$ cat config.mk
export PLATFORM = sky130hd
export DESIGN_NAME = cr16_regfile_ctrl
export DESIGN_NICKNAME = d
export VERILOG_FILES = /design/src/rtl/cr16_pkg.sv /design/src/rtl/cr16_rr_arb2.sv /design/src/rtl/cr16_regfile_ctrl.sv
export SDC_FILE = /design/constraint.sdc
export NUM_CORES = 1
export LEC_CHECK = 0
export CAP_MARGIN = 15
export CORE_ASPECT_RATIO = 1.25
export CORE_MARGIN = 4
export CORE_UTILIZATION = 30
export CTS_CLUSTER_SIZE = 16
export DETAILED_ROUTE_END_ITERATION = 6
export GPL_TIMING_DRIVEN = 0
export SLEW_MARGIN = 20
export SYNTH_ARGS = -nofsm -noshare
export SYNTH_HDL_FRONTEND = slang
export SYNTH_SLANG_ARGS = --single-unit
export TNS_END_PERCENT = 1
$ cat constraint.sdc
create_clock -name I_CLK -period 2.29 [get_ports I_CLK]
set_clock_uncertainty 0.15 [all_clocks]
set_input_delay 0.229 -clock I_CLK [delete_from_list [all_inputs] [get_ports I_CLK]]
set_output_delay 0.229 -clock I_CLK [all_outputs]
set_load 0.01 [all_outputs]
$ cat src/rtl/cr16_pkg.sv
// Shared constants and encodings for the CR16 register-file write path.
// Used by the write-port controller, its arbiter and the register file.
package cr16_pkg;

   localparam int CR16_DATA_WIDTH = 16;
   localparam int CR16_REG_COUNT  = 16;
   localparam int CR16_ADDR_WIDTH = 4;

   typedef enum logic {
      IDLE  = 1'b0,
      CLEAR = 1'b1
   } cr16_state_e;

   typedef enum logic {
      REQ_ALU = 1'b0,
      REQ_MEM = 1'b1
   } cr16_req_e;

endpackage

$ cat src/rtl/cr16_rr_arb2.sv
// Two-input round-robin arbiter for the register-file write port.
// The favor flop remembers which requester wins the next tie.
module cr16_rr_arb2
   import cr16_pkg::*;
(
   input  logic clk_i,
   input  logic rst_i,
   input  logic enable_i,
   input  logic aluValid_i,
   input  logic memValid_i,
   output logic aluReady_o,
   output logic memReady_o
);

   cr16_req_e favor_q, favor_d;
   logic aluGrant, memGrant;

   always_comb begin
      aluGrant = 1'b0;
      memGrant = 1'b0;
      if (enable_i) begin
         if (aluValid_i && memValid_i) begin
            aluGrant = (favor_q == REQ_ALU);
            memGrant = (favor_q == REQ_MEM);
         end else begin
            aluGrant = aluValid_i;
            memGrant = memValid_i;
         end
      end
   end

   // The requester that just lost (or did not ask) is favored next time.
   always_comb begin
      favor_d = favor_q;
      if (aluGrant) begin
         favor_d = REQ_MEM;
      end else if (memGrant) begin
         favor_d = REQ_ALU;
      end
   end

   always_ff @(posedge clk_i or posedge rst_i) begin
      if (rst_i) begin
         favor_q <= REQ_ALU;
      end else begin
         favor_q <= favor_d;
      end
   end

   assign aluReady_o = aluGrant;
   assign memReady_o = memGrant;

endmodule

$ cat src/rtl/cr16_regfile_ctrl.sv
// Write-port controller for the CR16 register file: round-robin sharing of
// the single write port between ALU and load writeback, plus a clear sequence.
module cr16_regfile_ctrl
   import cr16_pkg::*;
#(
   parameter int DATA_WIDTH = CR16_DATA_WIDTH,
   parameter int REG_COUNT  = CR16_REG_COUNT
) (
   input  logic                       I_CLK,
   input  logic                       I_RESET,
   input  logic                       I_ALU_VALID,
   input  logic [CR16_ADDR_WIDTH-1:0] I_ALU_ADDR,
   input  logic [DATA_WIDTH-1:0]      I_ALU_DATA,
   output logic                       O_ALU_READY,
   input  logic                       I_MEM_VALID,
   input  logic [CR16_ADDR_WIDTH-1:0] I_MEM_ADDR,
   input  logic [DATA_WIDTH-1:0]      I_MEM_DATA,
   output logic                       O_MEM_READY,
   input  logic                       I_CLEAR,
   output logic                       O_CLEAR_BUSY,
   output logic [DATA_WIDTH-1:0]      O_REG_BUS,
   output logic [REG_COUNT-1:0]       O_REG_ENABLE
);

   localparam int CNT_W = $clog2(REG_COUNT);
   localparam logic [CNT_W-1:0] LAST_REG = CNT_W'(REG_COUNT - 1);

   cr16_state_e           state_q, state_d;
   logic [CNT_W-1:0]      cnt_q, cnt_d;
   logic [REG_COUNT-1:0]  regEnable_q, regEnable_d;
   logic [DATA_WIDTH-1:0] regBus_q, regBus_d;
   logic                  arbEnable;
   logic                  aluReady;
   logic                  memReady;

   // A clear request pre-empts any grant in the same cycle; reset blocks both.
   assign arbEnable = (state_q == IDLE) && !I_CLEAR && !I_RESET;

   cr16_rr_arb2 u_arb (
      .clk_i      (I_CLK),
      .rst_i      (I_RESET),
      .enable_i   (arbEnable),
      .aluValid_i (I_ALU_VALID),
      .memValid_i (I_MEM_VALID),
      .aluReady_o (aluReady),
      .memReady_o (memReady)
   );

   always_ff @(posedge I_CLK or posedge I_RESET) begin
      if (I_RESET) begin
         state_q <= IDLE;
      end else begin
         state_q <= state_d;
      end
   end

   always_comb begin
      state_d = state_q;
      cnt_d   = cnt_q;
      case (state_q)
         IDLE: begin
            if (I_CLEAR) begin
               state_d = CLEAR;
               cnt_d   = '0;
            end
         end
         CLEAR: begin
            cnt_d = cnt_q + CNT_W'(1);
            if (cnt_q == LAST_REG) begin
               state_d = IDLE;
            end
         end
         default: state_d = IDLE;
      endcase
   end

   // The bus keeps its last value when nothing is written.
   always_comb begin
      regEnable_d = '0;
      regBus_d    = regBus_q;
      if (state_q == CLEAR) begin
         regEnable_d = REG_COUNT'(1) << cnt_q;
         regBus_d    = '0;
      end else if (aluReady) begin
         regEnable_d = REG_COUNT'(1) << I_ALU_ADDR;
         regBus_d    = I_ALU_DATA;
      end else if (memReady) begin
         regEnable_d = REG_COUNT'(1) << I_MEM_ADDR;
         regBus_d    = I_MEM_DATA;
      end
   end

   always_ff @(posedge I_CLK or posedge I_RESET) begin
      if (I_RESET) begin
         cnt_q       <= '0;
         regEnable_q <= '0;
         regBus_q    <= '0;
      end else begin
         cnt_q       <= cnt_d;
         regEnable_q <= regEnable_d;
         regBus_q    <= regBus_d;
      end
   end

   assign O_ALU_READY  = aluReady;
   assign O_MEM_READY  = memReady;
   assign O_CLEAR_BUSY = (state_q == CLEAR);
   assign O_REG_BUS    = regBus_q;
   assign O_REG_ENABLE = regEnable_q;

endmodule

==> impl_metrics.toml <==
[power]
p_clk_share_pct = 27.9
intPower_mw = 1.75
combPwrFrac_pct = 36.3
swShare_pct = 30.6
seqPwrFrac_pct = 35.8
ir_drop_mv = 0.332
switching_power_uw = 770
power_density_nw_per_um2 = 800
p_leak_nw = 1.28

[grt]
grt.overflow.total = 0
use_met2_pct = 22.3
busiest_layer = "met2"
grt_max_degree = 25
use_met1_pct = 18.1
grt_pass1_vias = 1716
grt_first_pass_wirelength_microns = 8820
grt_usage_pct = 13.9
grt_antenna_before_repair = 0
grtUsageMet3_pct = 3.13

[critical_path]
crit-reg2reg-launch = "O_CLEAR_BUSY"
arrival_ns = 1.73
criticalPathCategory = "register to output port"
reg2reg_slack_ns = 0.19
crit_path_end_kind = "output port"
critPathLaunch = "O_CLEAR_BUSY"
crit_fanout = 7
worstSetupStartpointType = "register"
cp_data_required_time_ns = 1.91

[finish]
syn_to_final_growth_pct = 52.4
drive_above_1_share_pct = 6.41
nets = 331
finalNonFillerCells = 368
nFillCells = 614
antenna_cells = 0

[timing]
period_needed_ns = 2.11
timing.final.crit_share_pct = 92.3
finalHoldViolCount = 0
grt_setup_unrepaired = "no"
slew_violations = 0
whs_ns = 0.0480
slew_headroom_pct = 43.7
fmax_mhz = 473
setup_viol = 0
tightest_slew_ns = 0.840

[clocking]
cts_num_sinks = 38
clock_path_buffers = 2
clock_latency_ns = 0.29
cts_tree = "built"
cts_made_buffers = 5
cts_max_level = 2
cts.clk_slew.worst_paths_ns = 0.07
cts-root-buf = "clkbuf_8"

[synthesis]
ys.flop_type = "dfrtp_1"
syn_area_per_cell_sq_um = 10.7
synth-edff-count = 0
yosysSeqAreaShare_pct = 46.0
synthArstFlopShare_pct = 100
synth_top_area_share_pct = 46.0
synth_cell_types = 34
synthTopCellsByCount = "38 x dfrtp_1, 32 x mux2i_1, 21 x nand2b_1"
netlist_instances = 193
synth_seq_cells = 38
synth_fp_nets = 244
synth.most_common_cell = "dfrtp_1"
netlist_area_sq_um = 2070
yosysTopAreaCell = "dfrtp_1"
synth.area.top_cells = "dfrtp_1 46%, mux2i_1 16%, nand2b_1 6.4%"
yosys_warnings = 0

[detailed_routing]
first_iter_violations = 90
drc = 0
num_vias = 1772
wirelength_microns = 5510
via_per_inst = 4.82
wl_per_cell_microns = 15.0
dr.pass1.iters = 4
drtAntennaViolNets = 0

[hold_path]
hold_class = "input port to async pin"

[placed_design]
dp_hpwl_microns = 4300
numPortBuffers = 79
gp_congestion = 0.832
placed_cells = 360

[status]
status = "completed"

[die]
start_util_pct = 31.1
coreArea_sq_um = 6650
dieArea_sq_um = 8290
rows = 33
io_pins = 80
dieWidth_microns = 82.2
die_h_microns = 101

[job]
drv_cap = 0
[registers in the layout (all words and copies together), names as in the netlist]
name           cells
u_arb.favor_q      1
O_CLEAR_BUSY       1
cnt_q              4
O_REG_ENABLE      16
O_REG_BUS         16
[path summary, 6_finish.rpt]
check / end / cells after the start
hold / removal: u_arb.favor_q / 2
min in group I_CLK: cnt_q[2] / 2
setup / recovery: O_MEM_READY / 3
hold reg to reg: O_REG_BUS[8] / 2
max in group asynchronous: O_REG_ENABLE[14] / 3
setup reg to reg: O_REG_ENABLE[5] / 4
[critical path, cell delays in order (launching register included)]
cell and delay, ns:
dfrtp_1 0.46, or4b_4 0.58, nor2_1 0.11, dlygate4sd2_1 0.30
[final cells by class]
cell class	instances	area, sq um	share of cell area (%)
Buffer	8	47.5	1.51
Clock buffer	6	82.6	2.62
Clock inverter	2	60.1	1.91
Inverter	5	18.8	0.596
Multi-Input combinational cell	142	1070	33.9
Sequential cell	38	951	30.2
Tap cell	87	109	3.46
Timing Repair Buffer	80	812	25.8
[kinds of logic after synthesis]
| kind of cell | count (synthesis) | share of synthesized area [%] |
|---|---|---|
| adders and majority gates | 6 | 3.63 |
| buffers and inverters | 13 | 2.60 |
| DFF | 38 | 46.0 |
| AOI/OAI and AO/OA | 26 | 9.81 |
| muxes | 32 | 15.5 |
| and+or+nand+nor | 78 | 22.4 |
[through the flow]
stage                     instance area [sq um]  power [mW]  TNS (ns)  util (%)  setup slack, ns
final                                      3150        2.52         0      47.4            0.177
after floorplan                            2070        1.42         0         -            0.330
after global routing                       3150        2.68         0      47.4           0.0280
after detailed placement                   2990        1.82     -2.76      45.0           -0.426
after CTS                                  3140        2.55         0      47.3            0.158
after global placement                     2970        1.81     -2.46      44.6           -0.406
[power groups by stage]
| stage | clock network [mW] | logic, mW | registers [mW] |
|---|---|---|---|
| after floorplan | 0 | 0.474 | 0.943 |
| after detailed placement | 0 | 0.911 | 0.914 |
| after CTS | 0.726 | 0.921 | 0.902 |
| final | 0.703 | 0.915 | 0.902 |
| after global placement | 0 | 0.899 | 0.909 |
| after global routing | 0.755 | 1.01 | 0.923 |
[layer usage]
| metal | up-vias | wire length (microns) | part of all wire (%) |
|---|---|---|---|
| met3 | 4 | 316 | 5.7 |
| li1 | 882 | - | - |
| met5 | - | 0 | 0 |
| met4 | 0 | 85 | 1.5 |
| met1 | 831 | 2340 | 42 |
| met2 | 55 | 2770 | 50 |
[cells in the final DEF, fill, tap and decap left out, drive strengths merged, types with 2 or more instances in the layout]
| cell type | instances |
|---|---|
| clkdlybuf4s50 | 74 |
| dfrtp | 38 |
| mux2i | 32 |
| nand2b | 21 |
| nand3 | 18 |
| nand2 | 12 |
| o211ai | 12 |
| clkbuf | 10 |
| ha | 6 |
| nand4 | 5 |
| dlygate4sd2 | 5 |
| inv | 5 |
| buf | 5 |
| nor2b | 4 |
| o311ai | 4 |
| nor2 | 3 |
| nor3 | 2 |
| a22o | 2 |
| a21oi | 2 |
| nand4b | 2 |
| nor4bb | 2 |
| bufinv | 2 |
| nor4b | 2 |
[repair_timing]
item	4_1_cts	5_1_grt
buffers inserted	0	0
pin swaps	0	0
hold buffers	0	0
endpoints found under the setup margin	2	2
resized for setup	9	1
Note: power is estimated with default switching activity, not from simulation.
